**config.mk**
```make
export PLATFORM = sky130hd
export DESIGN_NAME = register_bank_arbiter
export DESIGN_NICKNAME = d
export VERILOG_FILES = /design/src/rtl/arb_pkg.sv /design/src/rtl/rr_pick.sv /design/src/rtl/register_bank_arbiter.sv
export SDC_FILE = /design/constraint.sdc
export NUM_CORES = 1
export LEC_CHECK = 0
export ABC_CLOCK_PERIOD_IN_PS = 3000
export BUFFER_PORTS_ARGS = -buffer_cell sky130_fd_sc_hd__clkbuf_2
export CAP_MARGIN = 10
export CORE_AREA = 2 2 121 123
export CTS_BUF_LIST = sky130_fd_sc_hd__clkbuf_4
export DETAILED_ROUTE_END_ITERATION = 6
export DIE_AREA = 0 0 123 125
export GPL_ROUTABILITY_DRIVEN = 0
export HOLD_SLACK_MARGIN = 0.1
export PLACE_DENSITY = 0.78
export SETUP_SLACK_MARGIN = 0.3
export SYNTH_ARGS = -nofsm -noshare
export SYNTH_HDL_FRONTEND = slang
export SYNTH_SLANG_ARGS = --single-unit
```
**constraint.sdc**
```tcl
create_clock -name clock -period 3 [get_ports clock]
set_input_delay 0.6 -clock clock [delete_from_list [all_inputs] [get_ports clock]]
set_output_delay 0.6 -clock clock [all_outputs]
set_load 0.02 [all_outputs]
```
**src/rtl/arb_pkg.sv**
```systemverilog
// Shared definitions for the register bank arbiter.
// Contents:
//   arb_state_e   - FSM state encoding (IDLE, GRANT, RELEASE)
//   N_REQ_DEF     - default number of requesters
//   DATA_W_DEF    - default bank data width
//   onehot_to_idx - binary index of a one-hot vector (up to OH_W bits)
package arb_pkg;

    localparam int unsigned N_REQ_DEF  = 3;
    localparam int unsigned DATA_W_DEF = 48;
    localparam int unsigned OH_W       = 32;
    localparam int unsigned IDX_W      = 5;

    typedef enum logic [1:0] {
        IDLE    = 2'b00,
        GRANT   = 2'b01,
        RELEASE = 2'b10
    } arb_state_e;

    // ORing the indices of set bits yields the index for a one-hot input.
    function automatic logic [IDX_W-1:0] onehot_to_idx(input logic [OH_W-1:0] oh);
        logic [IDX_W-1:0] idx;
        idx = '0;
        for (int unsigned i = 0; i < OH_W; i++) begin
            if (oh[i]) begin
                idx = idx | IDX_W'(i);
            end
        end
        return idx;
    endfunction

endpackage

```
**src/rtl/rr_pick.sv**
```systemverilog
// Combinational round-robin winner selection.
// Ports:
//   req  - per-port request vector
//   last - index of the last-served port
//   pick - one-hot winner: first requesting port after 'last', wrapping;
//          all zero when nothing requests
module rr_pick
    import arb_pkg::*;
#(
    parameter int unsigned N_REQ = N_REQ_DEF,
    parameter int unsigned PTR_W = 2
) (
    input  logic [N_REQ-1:0] req,
    input  logic [PTR_W-1:0] last,
    output logic [N_REQ-1:0] pick
);

    always_comb begin
        int unsigned cand;
        logic        found;
        pick  = '0;
        found = 1'b0;
        cand  = 0;
        // Walk offsets 1..N_REQ from the pointer; offset N_REQ is the
        // last-served port itself, so it only wins when it is alone.
        for (int unsigned off = 1; off <= N_REQ; off++) begin
            cand = 32'(last) + off;
            if (cand >= N_REQ) begin
                cand = cand - N_REQ;
            end
            for (int unsigned i = 0; i < N_REQ; i++) begin
                if (!found && (i == cand) && req[i]) begin
                    pick[i] = 1'b1;
                    found   = 1'b1;
                end
            end
        end
    end

endmodule

```
**src/rtl/register_bank_arbiter.sv**
```systemverilog
// Round-robin arbiter sharing the data_registers bank among requesters
// (port 0 memory controller, port 1 transaction datapath, port 2 display).
// Ports:
//   clock, reset     - system clock, synchronous active-high reset
//   req/wr/acc_type  - per-port request, write strobe, access type
//   wdata            - per-port write data, port i at [i*DATA_W +: DATA_W]
//   gnt              - one-hot grant
//   rvalid           - one-cycle read-valid pulse to the owner
//   rdata            - registered bank result
//   forced           - sticky per-port forced-release flag
//   reg_wren/reg_access_type/reg_data_in - registered drive into the bank
//   reg_result       - bank result
//   busy             - FSM not in IDLE
module register_bank_arbiter
    import arb_pkg::*;
#(
    parameter int unsigned N_REQ    = N_REQ_DEF,
    parameter int unsigned DATA_W   = DATA_W_DEF,
    parameter int unsigned MAX_HOLD = 16,
    parameter int unsigned HOLD_W   = 5
) (
    input  logic                    clock,
    input  logic                    reset,
    input  logic [N_REQ-1:0]        req,
    input  logic [N_REQ-1:0]        wr,
    input  logic [N_REQ-1:0]        acc_type,
    input  logic [N_REQ*DATA_W-1:0] wdata,
    output logic [N_REQ-1:0]        gnt,
    output logic [N_REQ-1:0]        rvalid,
    output logic [DATA_W-1:0]       rdata,
    output logic [N_REQ-1:0]        forced,
    output logic                    reg_wren,
    output logic                    reg_access_type,
    output logic [DATA_W-1:0]       reg_data_in,
    input  logic [DATA_W-1:0]       reg_result,
    output logic                    busy
);

    localparam int unsigned PTR_W = (N_REQ > 1) ? $clog2(N_REQ) : 1;

    arb_state_e        state_q, state_d;
    logic [PTR_W-1:0]  ptr_q, ptr_d;
    logic [HOLD_W-1:0] hold_q, hold_d;
    logic [N_REQ-1:0]  gnt_q, gnt_d;
    logic [N_REQ-1:0]  rvalid_q, rvalid_d;
    logic [DATA_W-1:0] rdata_q, rdata_d;
    logic [N_REQ-1:0]  forced_q, forced_d;
    logic              wren_q, wren_d;
    logic              acc_q, acc_d;
    logic [DATA_W-1:0] din_q, din_d;

    logic [N_REQ-1:0]  pick;
    logic [DATA_W-1:0] wdata_arr [N_REQ];
    logic              own_req, own_wr, own_acc;
    logic [DATA_W-1:0] own_wdata;

    for (genvar g = 0; g < N_REQ; g++) begin : g_unpack
        assign wdata_arr[g] = wdata[g*DATA_W +: DATA_W];
    end

    rr_pick #(
        .N_REQ (N_REQ),
        .PTR_W (PTR_W)
    ) u_rr_pick (
        .req  (req),
        .last (ptr_q),
        .pick (pick)
    );

    // While granted the pointer already names the owner, so it selects the mux.
    always_comb begin
        own_req   = 1'b0;
        own_wr    = 1'b0;
        own_acc   = 1'b0;
        own_wdata = '0;
        for (int unsigned i = 0; i < N_REQ; i++) begin
            if (ptr_q == PTR_W'(i)) begin
                own_req   = req[i];
                own_wr    = wr[i];
                own_acc   = acc_type[i];
                own_wdata = wdata_arr[i];
            end
        end
    end

    always_comb begin
        state_d  = state_q;
        ptr_d    = ptr_q;
        hold_d   = hold_q;
        gnt_d    = gnt_q;
        rvalid_d = '0;
        rdata_d  = rdata_q;
        forced_d = forced_q;
        wren_d   = wren_q;
        acc_d    = acc_q;
        din_d    = din_q;
        unique case (state_q)
            IDLE: begin
                wren_d = 1'b0;
                hold_d = '0;
                if (|req) begin
                    gnt_d   = pick;
                    ptr_d   = PTR_W'(onehot_to_idx(OH_W'(pick)));
                    state_d = GRANT;
                end
            end
            GRANT: begin
                wren_d  = own_wr;
                acc_d   = own_acc;
                din_d   = own_wdata;
                rdata_d = reg_result;
                if (!own_wr) begin
                    rvalid_d = gnt_q;
                end
                hold_d = hold_q + HOLD_W'(1);
                if (!own_req) begin
                    gnt_d   = '0;
                    state_d = RELEASE;
                end else if (hold_q == HOLD_W'(MAX_HOLD - 1)) begin
                    forced_d = forced_q | gnt_q;
                    gnt_d    = '0;
                    state_d  = RELEASE;
                end
            end
            RELEASE: begin
                gnt_d   = '0;
                wren_d  = 1'b0;
                hold_d  = '0;
                state_d = IDLE;
            end
            default: begin
                gnt_d   = '0;
                wren_d  = 1'b0;
                hold_d  = '0;
                state_d = IDLE;
            end
        endcase
    end

    always_ff @(posedge clock) begin
        if (reset) begin
            state_q  <= IDLE;
            ptr_q    <= PTR_W'(N_REQ - 1);
            hold_q   <= '0;
            gnt_q    <= '0;
            rvalid_q <= '0;
            rdata_q  <= '0;
            forced_q <= '0;
            wren_q   <= 1'b0;
            acc_q    <= 1'b0;
            din_q    <= '0;
        end else begin
            state_q  <= state_d;
            ptr_q    <= ptr_d;
            hold_q   <= hold_d;
            gnt_q    <= gnt_d;
            rvalid_q <= rvalid_d;
            rdata_q  <= rdata_d;
            forced_q <= forced_d;
            wren_q   <= wren_d;
            acc_q    <= acc_d;
            din_q    <= din_d;
        end
    end

    assign gnt             = gnt_q;
    assign rvalid          = rvalid_q;
    assign rdata           = rdata_q;
    assign forced          = forced_q;
    assign reg_wren        = wren_q;
    assign reg_access_type = acc_q;
    assign reg_data_in     = din_q;
    assign busy            = (state_q != IDLE);

endmodule
```
### Word level (Yosys, flattened, before mapping)

Index checks and enable logic that the tools add are counted.

| cells by class | value |
|---|---|
| add/subtract/negate cells | 7 |
| magnitude comparators | 3 |
| eq/ne operators | 12 |
| mux-type cells | 41 |
| bitwise gates (word level) | 2 |
| reduce and logical (&&, ||, !) cells | 37 |

Operator list:

| cell | number |
|---|---|
| $mux 48 | 3 |
| $eq 1x32->1 const A | 3 |
| $eq 2x32->1 const A | 3 |
| $ge 32x2->1 const B | 3 |
| $logic_not 32->1 | 3 |
| $mux 32 | 3 |
| $sub 32x2->32 const B | 3 |
| $mux 1 | 26 |
| $logic_and 1x1->1 | 17 |
| $mux 3 | 3 |
| $logic_not 1->1 | 8 |
| $mux 2 | 4 |
| $add 2x2->3 const B | 2 |
| $pmux 3 s2 | 1 |
| $reduce_or 3->1 | 2 |
| $add 5x1->5 const B | 1 |
| $eq 5x4->1 const B | 1 |
| $eq 2x1->1 const B | 2 |
| $logic_not 2->1 | 2 |
| $pmux 2 s2 | 1 |
| $reduce_and 2->1 | 2 |
| $add 2x1->3 const B | 1 |
| $ne 3x3->1 const B | 1 |
| $or 3x3->3 | 1 |
| 6 further kinds | 6 |

| word-level totals | value |
|---|---|
| bits in registers | 116 |
| input bits | 203 |
| output and inout bits | 108 |
| logic and storage cells | 112 |

### Longest topological paths before layout

Gate-level depths: netlist of the first run.

| logic depth | value |
|---|---|
| word-level depth | 40 |
| depth in mapped cells | 9 |
| gate-level depth less buffers | 6 |

### By module

Synthesis of the first run repeated with hierarchy kept, for this count alone.

| unflattened totals | value |
|---|---|
| cells, all modules | 637 |
| area total of the unflattened synthesis | 5156.2 um^2 |

By module, submodules not included:

| module | times used | cells an instance | area each (um^2) | sequential area each (um^2) |
|---|---|---|---|---|
| register_bank_arbiter | 1 | 612 | 4997.3 | 2322.2 |
| rr_pick | 1 | 25 | 158.9 | 0.0 |

### Least setup slack after synthesis of the first run

No wires, ideal clock.

| timing path | value |
|---|---|
| path kind | register to register |
| start | register ptr_q[0] |
| end | register acc_q, in the netlist reg_access_type |
| library setup time | 0.132 ns |
| arrival time | 1.549 ns |
| data required time | 2.868 ns |
| path slack | 1.319 ns |
| cell stages (with the launch flop) | 9 |
| path buffers | 2 |
| clock period less this slack | 1.681 ns |
| cells stage by stage | dfxtp_1 > inv_1 > ha_1 > nor2b_2 > buf_4 > buf_6 > a221o_1 > o211ai_1 > a21oi_1 |

| between the ends | value |
|---|---|
| word-level cells in the longest chain between the ends | 4 |
| elaborated cells between the ends (all ways) | 6 |
| classes of those cells | eq/ne (2); mux (3); reduce/logical (1) |

RTL lines:

| item | RTL line | RTL |
|---|---|---|
| start, declared | register_bank_arbiter.sv:42 | `logic [PTR_W-1:0] ptr_q, ptr_d;` |
| start signal, assigned | register_bank_arbiter.sv:143 | `ptr_q <= PTR_W'(N_REQ - 1);` |
| start signal, assigned | register_bank_arbiter.sv:154 | `ptr_q <= ptr_d;` |
| $logic_not 2->1 | register_bank_arbiter.sv:77 | `if (ptr_q == PTR_W'(i)) begin` |
| $mux 1 (2 in series) | register_bank_arbiter.sv:77 |  |
| $mux 1 (*) | register_bank_arbiter.sv:77 |  |
| end signal, assigned | register_bank_arbiter.sv:150 | `acc_q <= 1'b0;` |
| end signal, assigned | register_bank_arbiter.sv:161 | `acc_q <= acc_d;` |
| end, declared | register_bank_arbiter.sv:49 | `logic acc_q, acc_d;` |

Mark *: on every way between the ends. The rest lies on a longest branch, timed or not.
A chain may end at the register's enable or synchronous reset.

### Final worst setup path of the first run

| timing path | value |
|---|---|
| start | register ptr_q[1] |
| end | register gnt_q[1], in the netlist gnt[1] |

| between the ends | value |
|---|---|
| word-level cells in the longest chain between the ends | 36 |
| elaborated cells between the ends (all ways) | 63 |
| classes of those cells | add/sub (6); order compare (3); eq/ne (8); mux (19); reduce/logical (27) |

RTL lines:

| item | RTL line | RTL |
|---|---|---|
| $add 2x1->3 | rr_pick.sv:27 | `cand = 32'(last) + off;` |
| $sub 32x2->32 / $ge 32x2->1 (equally long branches) | rr_pick.sv:29, rr_pick.sv:28 |  |
| $mux 32 | rr_pick.sv:28 | `if (cand >= N_REQ) begin` |
| $logic_not 32->1 | rr_pick.sv:32 | `if (!found && (i == cand) && req[i]) begin` |
| $logic_and 1x1->1 | rr_pick.sv:32 |  |
| $mux 1 | rr_pick.sv:32 |  |
| $logic_not 1->1 | rr_pick.sv:32 |  |
| $logic_and 1x1->1 (2 in series) | rr_pick.sv:32 |  |
| [17 not listed] | -- |  |
| $logic_not 1->1 | rr_pick.sv:32 |  |
| $logic_and 1x1->1 (2 in series) | rr_pick.sv:32 |  |
| $mux 1 | rr_pick.sv:32 |  |
| $logic_not 1->1 | rr_pick.sv:32 |  |
| $logic_and 1x1->1 (2 in series) | rr_pick.sv:32 |  |
| $mux 1 | rr_pick.sv:32 |  |
| $mux 3 | register_bank_arbiter.sv:101 | `if (\|req) begin` |
| $pmux 3 s2 | register_bank_arbiter.sv:97 | `unique case (state_q)` |
| end signal, assigned | register_bank_arbiter.sv:156 | `gnt_q <= gnt_d;` |
| end, declared | register_bank_arbiter.sv:44 | `logic [N_REQ-1:0] gnt_q, gnt_d;` |

Several ways; a longest one is shown, not always the timed one. The select of a mux whose other input is x is not followed.

==> flow_summary.yaml, run 1 <==
layout:
  final_util: 0.490
  drive_gt1_frac: 0.404
  areaGrowthSynthToFinish_pct: 39.8
  seq_area_mm2: 0.00232
  final_cell_area_mm2: 0.00696
  multi_input_area_mm2: 0.00239
  fillers: 1437
  final_net_count: 1081
  diodes: 0
worst_hold_path:
  hold_start: "reg_result[42]"
  hold_path_class: "in -> reg"
  min_path_cells: 3
  hold-path-endpoint: "rdata[42]$_SDFFE_PP0N_"
critical_path:
  cp_data_required_time_ps: 3420
  worstReg2RegEnd: "gnt[1]$_SDFFE_PP0P_"
  path_class: "reg -> reg"
  reg2reg_depth: 7
  r2r_slack_ps: 750
  crit_chain: "inv_1, ha_2, buf_4, nand3b_4, a22o_1, o31ai_1, a32o_1"
  crit_arrival_ps: 2670
  r2r-start: "ptr_q[1]$_SDFFE_PP1P_"
  crit_buf_inv: 2
  critPathCaptureType: "register"
  cp_max_fo: 33
  cp_top_family: "buffers and inverters"
  cp-start-kind: "register"
  slowest_delay_ps: 540
  crit_slowest_cell: "ha_2"
sta:
  setup_tns_ps: 0
  hold_viol_final: 0
  fmax_mhz: 445
  worst_slew_pin_slew_ps: 1090
  final_max_slew_viol_count: 0
  min_period_ps: 2250
  slew_headroom: 0.274
  fin_skew_ps: 10.5
  period_share: 0.749
  finalSetupViolations: 0
  grt_setup_unrepaired: "no"
grt:
  antenna_found_initial: 0
  grt_pass1_vias: 5175
  grtUsageTotal: 0.215
  grt_max_degree: 101
  grt_pass1_wl_mm: 25.7
  grt_overflow: 0
logic_synthesis:
  synth_nets: 797
  ys_seq_area_frac: 0.467
  syn_area_mm2: 0.00497
  ys_ff_latch: 116
  synth_cells: 587
  ys_top_cells_by_area: "dfxtp_1, nand2_1, a21oi_1, a221o_1, o211ai_1"
  avgSynthCellArea_um2: 8.47
  synth_cell_types: 37
  yosys_warnings: 0
  synth_top_area_frac: 0.467
  synth_top_cell_by_area: "dfxtp_1"
place:
  place_hpwl_mm: 11.8
  port_buffers: 310
  placedInstanceArea_mm2: 0.00663
clock_tree:
  cts_tree: "yes"
  post_cts_resized: 0
  cts_buffers: 17
  cts.clk_slew.worst_paths_ps: 110
  clk_latency_ps: 530
  cts_max_level: 4
  post_cts_buffers: 0
  clock-root-buffer: "clkbuf_4"
  ctsHoldBuffers: 0
  clkSinkCount: 116
  clockBufferDepth: 2
drt:
  vias_per_cell: 5.13
  ant_nets: 0
  drt_iter0_drc: 235
  wire_per_inst_um: 15.5
  num_vias: 5471
  drc_errors: 0
  route.final.wire_length_mm: 16.6
  dr.pass1.iters: 4
pwr:
  power_mw: 4.58
  p_leak_nw: 3.23
  powerDensity_mw_per_mm2: 658
  ir_worst_vdd_mv: 0.287
run_status:
  status: "finished, final reports clean"
floorplan:
  core_mm2: 0.0142
  ios: 311
  start_util: 0.350
  die_width_um: 123
  row_count: 44
  die-area_mm2: 0.0154
  fp.dieH_um: 125
flow_run:
  max_cap_violations: 0
-- placed cells by master, fill, tap and decap left out, types with 2 or more instances in the layout --
cell,n
o211ai_1,48
a22oi_1,3
o21a_1,2
and2_1,4
clkbuf_2,309
a32o_1,3
nand2b_1,3
nor2b_4,2
a221o_1,49
nand2_1,150
ha_2,2
nor2_1,15
clkinv_2,4
dfxtp_1,116
clkinv_1,3
ha_1,5
a22o_1,2
clkbuf_4,19
inv_1,7
a41oi_1,3
a21oi_1,99
nor3_1,2
buf_4,11
bufinv_16,5
-- metrics by stage --
step / setup WS (ps) / cells / hold slack [ps]
floorplan: 1320 / 587 / 418
global placement: 797 / 1036 / 427
detailed placement: 746 / 1036 / 445
CTS: 730 / 1067 / 213
global route: 553 / 1067 / 219
finish: 752 / 1067 / 270
-- kinds of logic (layout without fill, tap and decap cells) --
group           Yosys count  count (layout)  synth area share
fa+ha+maj                 7               7            0.0176
mux                       1               1           0.00201
flops                   116             116             0.467
buf+inv                  64             360            0.0566
xor+xnor                  2               2           0.00352
simple gates            180             180             0.146
compound gates          217             217             0.307
-- flip-flops by register name, summed over array words and instances, names as in the netlist --
register / cells
reg_wren: 1
reg_access_type: 1
gnt: 3
forced: 3
rdata: 48
rvalid: 3
ptr_q: 2
reg_data_in: 48
hold_q: 5
state_q: 2
-- synth_stat cells --
| master | count |
|---|---|
| o211a_1 | 1 |
| clkinv_1 | 1 |
| and3_1 | 1 |
| ha_1 | 7 |
| nor2b_1 | 1 |
| buf_4 | 1 |
| nand2_1 | 150 |
| a32o_1 | 3 |
| o31ai_1 | 1 |
| a2111oi_2 | 1 |
| o2bb2ai_1 | 1 |
| dfxtp_1 | 116 |
| xor2_1 | 1 |
| nand3_1 | 1 |
| buf_6 | 2 |
| o21ai_0 | 1 |
| o211ai_1 | 48 |
| mux2i_1 | 1 |
| o221ai_1 | 1 |
| a21oi_1 | 99 |
| o311ai_0 | 1 |
| a211oi_1 | 1 |
| buf_2 | 18 |
| clkbuf_1 | 35 |
| a22o_1 | 2 |
| xnor2_1 | 1 |
| nand3b_4 | 1 |
| nand2b_1 | 4 |
| nor3_1 | 2 |
| a221o_1 | 49 |
| nor2_1 | 15 |
| and2_1 | 4 |
| nor2b_2 | 1 |
| a22oi_1 | 3 |
| a41oi_1 | 3 |
| o21a_1 | 2 |
| inv_1 | 7 |
-- worst max-delay path by stage --
stage / start / cells after the start / to / slack, ps
4_1_cts: ptr_q[1]$_SDFFE_PP1P_ / 7 / gnt[1]$_SDFFE_PP0P_ / 730
2_1_floorplan: ptr_q[0]$_SDFFE_PP0P_ / 8 / reg_access_type$_SDFFE_PP0N_ / 1320
3_3_place_gp: ptr_q[1]$_SDFFE_PP1P_ / 7 / gnt[1]$_SDFFE_PP0P_ / 800
3_5_place_dp: ptr_q[1]$_SDFFE_PP1P_ / 7 / gnt[1]$_SDFFE_PP0P_ / 750
5_1_grt: ptr_q[1]$_SDFFE_PP1P_ / 7 / gnt[1]$_SDFFE_PP0P_ / 550
6_report: ptr_q[1]$_SDFFE_PP1P_ / 7 / gnt[1]$_SDFFE_PP0P_ / 750
-- final cells by class --
| cell class | instances | share of cell area |
|---|---|---|
| Sequential cell | 116 | 0.334 |
| Clock buffer | 19 | 0.0205 |
| Multi-Input combinational cell | 407 | 0.344 |
| Timing Repair Buffer | 321 | 0.237 |
| Tap cell | 184 | 0.0331 |
| Inverter | 8 | 0.00432 |
| Clock inverter | 12 | 0.0268 |
-- routing by layer --
metal | track usage | routed length, um
met1 | 0.244 | 6780
met2 | 0.370 | 8110
met3 | 0.0744 | 1340
met4 | 0.0789 | 371
met5 | 0 | 0
-- report_power, final --
group          total, mW  switching (mW)  internal (mW)
registers           1.82          0.0986           1.72
clock network       1.34           0.586          0.749
logic               1.43           0.886          0.541
-- tightest hold or removal path: cells and delay by family --
family / cells / cell delay, ps
simple gates: 1 / 40
buf+inv: 1 / 80
compound gates: 1 / 50
Note: power is estimated with default switching activity, not from simulation.
==> run 2: changes to the inputs <==
- ABC_AREA: not set -> 1
- ABC_CLOCK_PERIOD_IN_PS: 3000 -> 2300
- CORE_AREA: 2 2 121 123 -> not set
- CORE_ASPECT_RATIO: not set -> 1.4
- CORE_MARGIN: not set -> 2
- CORE_UTILIZATION: not set -> 38
- DIE_AREA: 0 0 123 125 -> not set
- PLACE_DENSITY: 0.78 -> 0.81
- clock period: 3 -> 2.3 ns (I/O delays scaled with it)
==> flow_summary.yaml, run 2 <==
run_status:
  status: "finished, final reports clean"
floorplan:
  die-area_mm2: 0.0149
  core_mm2: 0.0138
  ios: 311
  start_util: 0.385
  row_count: 51
  die_width_um: 104
  fp.dieH_um: 144
sta:
  final_max_slew_viol_count: 0
  finalSetupViolations: 0
  hold_viol_final: 0
  fin_ws_ps: 500
  fin_skew_ps: 17.6
  fmax_mhz: 556
  setup_tns_ps: 0
  slew_headroom: 0.626
  period_share: 0.782
  worst_slew_pin_slew_ps: 561
  min_period_ps: 1800
  grt_setup_unrepaired: "no"
logic_synthesis:
  synth-edff-count: 0
  async_flop_share: 0
  ys_ff_latch: 116
  syn_area_mm2: 0.00530
  avgSynthCellArea_um2: 6.82
  ys_seq_area_frac: 0.438
  yosysMostFrequentCell: "nand2_1"
  yosys_warnings: 0
  yosys-top-cells-count: "nand2_1, o21ai_0, dfxtp_1, nor2_1, a21oi_1"
  ys_top_cells_by_area: "dfxtp_1, o21ai_0, nand2_1, a21oi_1, nor2_1"
  synth_cells: 777
  synth_nets: 987
  synth_top_cell_by_area: "dfxtp_1"
  synth_cell_types: 25
  synth_top_area_frac: 0.438
  ys.flop_type: "dfxtp_1"
critical_path:
  cp-start-kind: "register"
  path_class: "reg -> out"
  crit_arrival_ps: 1340
  cp_max_fo: 5
  cp_data_required_time_ps: 1840
  critPathCaptureType: "primary output"
clock_tree:
  cts_buffers: 17
  clockBufferDepth: 2
  clk_latency_ps: 520
  cts.clk_slew.worst_paths_ps: 120
  post_cts_buffers: 0
  clkSinkCount: 116
  cts_max_level: 4
  clock-root-buffer: "clkbuf_4"
  cts_tree: "yes"
place:
  pre_cts_slack_ps: 543
  place_hpwl_mm: 12.6
  place_inst: 1225
  port_buffers: 310
layout:
  most-common-layout-cells: "clkbuf_2, nand2_1, o21ai_0"
  drive_gt1_frac: 0.345
  final_cells: 1257
  final_common_cell: "clkbuf_2"
  areaGrowthSynthToFinish_pct: 37.4
  final_net_count: 1269
  final_util: 0.529
  diodes: 0
  fillers: 1430
drt:
  drt_iter0_drc: 271
  ant_nets: 0
  vias_per_cell: 4.89
  route.final.wire_length_mm: 17.4
  dr.pass1.iters: 4
  drc_errors: 0
  wire_per_inst_um: 13.9
  num_vias: 6152
grt:
  grt_overflow: 0
  grtUsageTotal: 0.224
  antenna_found_initial: 0
  grt_pass1_wl_mm: 26.8
  grt_pass1_vias: 5470
  grt_max_degree: 98
flow_run:
  max_cap_violations: 0
pwr:
  ir_worst_vdd_mv: 0.425
  p_leak_nw: 3.47
  powerDensity_mw_per_mm2: 916
  power_mw: 6.67
worst_hold_path:
  hold_path_class: "in -> reg"
run 2: final cells by class:
cell class                 instances  area (um^2)  share of cell area
clock inverter                    14          203              0.0278
timing repair buffer             323         1660               0.228
clock buffer                      18          135              0.0185
inverter                          28          105              0.0144
sequential                       116         2320               0.319
tap                              185          231              0.0318
multi-input combinational        573         2630               0.360
run 2: metrics by stage:
stage	hold slack (ps)	instance area, um^2
5_1_grt	130	7290
3_3_place_gp	433	6940
6_report	180	7290
2_1_floorplan	418	5300
3_5_place_dp	443	6940
4_1_cts	122	7280
run 2: cell families after synthesis:
logic type                 after synthesis  share of synthesized area
and+or+nand+nor                        301                      0.221
adders and majority gates                7                     0.0165
AOI/OAI and AO/OA                      265                      0.254
DFF                                    116                      0.438
buffers and inverters                   88                     0.0708
run 2: final timing paths:
check                     startpoint                    end  slack (ps)  cells past startpoint
min reg2reg     hold_q[0]$_SDFF_PP0_   hold_q[0]$_SDFF_PP0_         460                      1
min                    reg_result[0]  rdata[0]$_SDFFE_PP0N_         180                      3
max reg2reg    ptr_q[1]$_SDFFE_PP1P_    gnt[2]$_SDFFE_PP0P_         540                     10
max          state_q[0]$_SDFFE_PP0P_                   busy         500                      3
run 2: layer usage:
metal	vias to the layer above	share of wire	wire length, um	global-route usage
met5	-	0	0	0
met4	0	0.020	346	0.0868
met3	26	0.060	1050	0.0571
met2	232	0.51	8920	0.404
met1	2771	0.41	7120	0.255
li1	3123	-	-	-
run 2: worst max-delay path, stage by stage, from the launching register on:
cell	delay (ps)
dfxtp_1	340
nor2_2	200
inv_1	110
clkbuf_2	170
run 2: power by group:
part           internal (mW)  total [mW]  switching [mW]  leakage [nW]
clock network          0.891        1.74           0.854         0.173
logic                  0.784        2.42            1.64          2.34
registers               2.33        2.51           0.175         0.956
total                   4.01        6.67            2.66          3.47
run 2: what timing repair did:
item,4_1_cts,5_1_grt
setup endpoints to repair,0,2
hold buffers,0,0
resized for setup,0,2
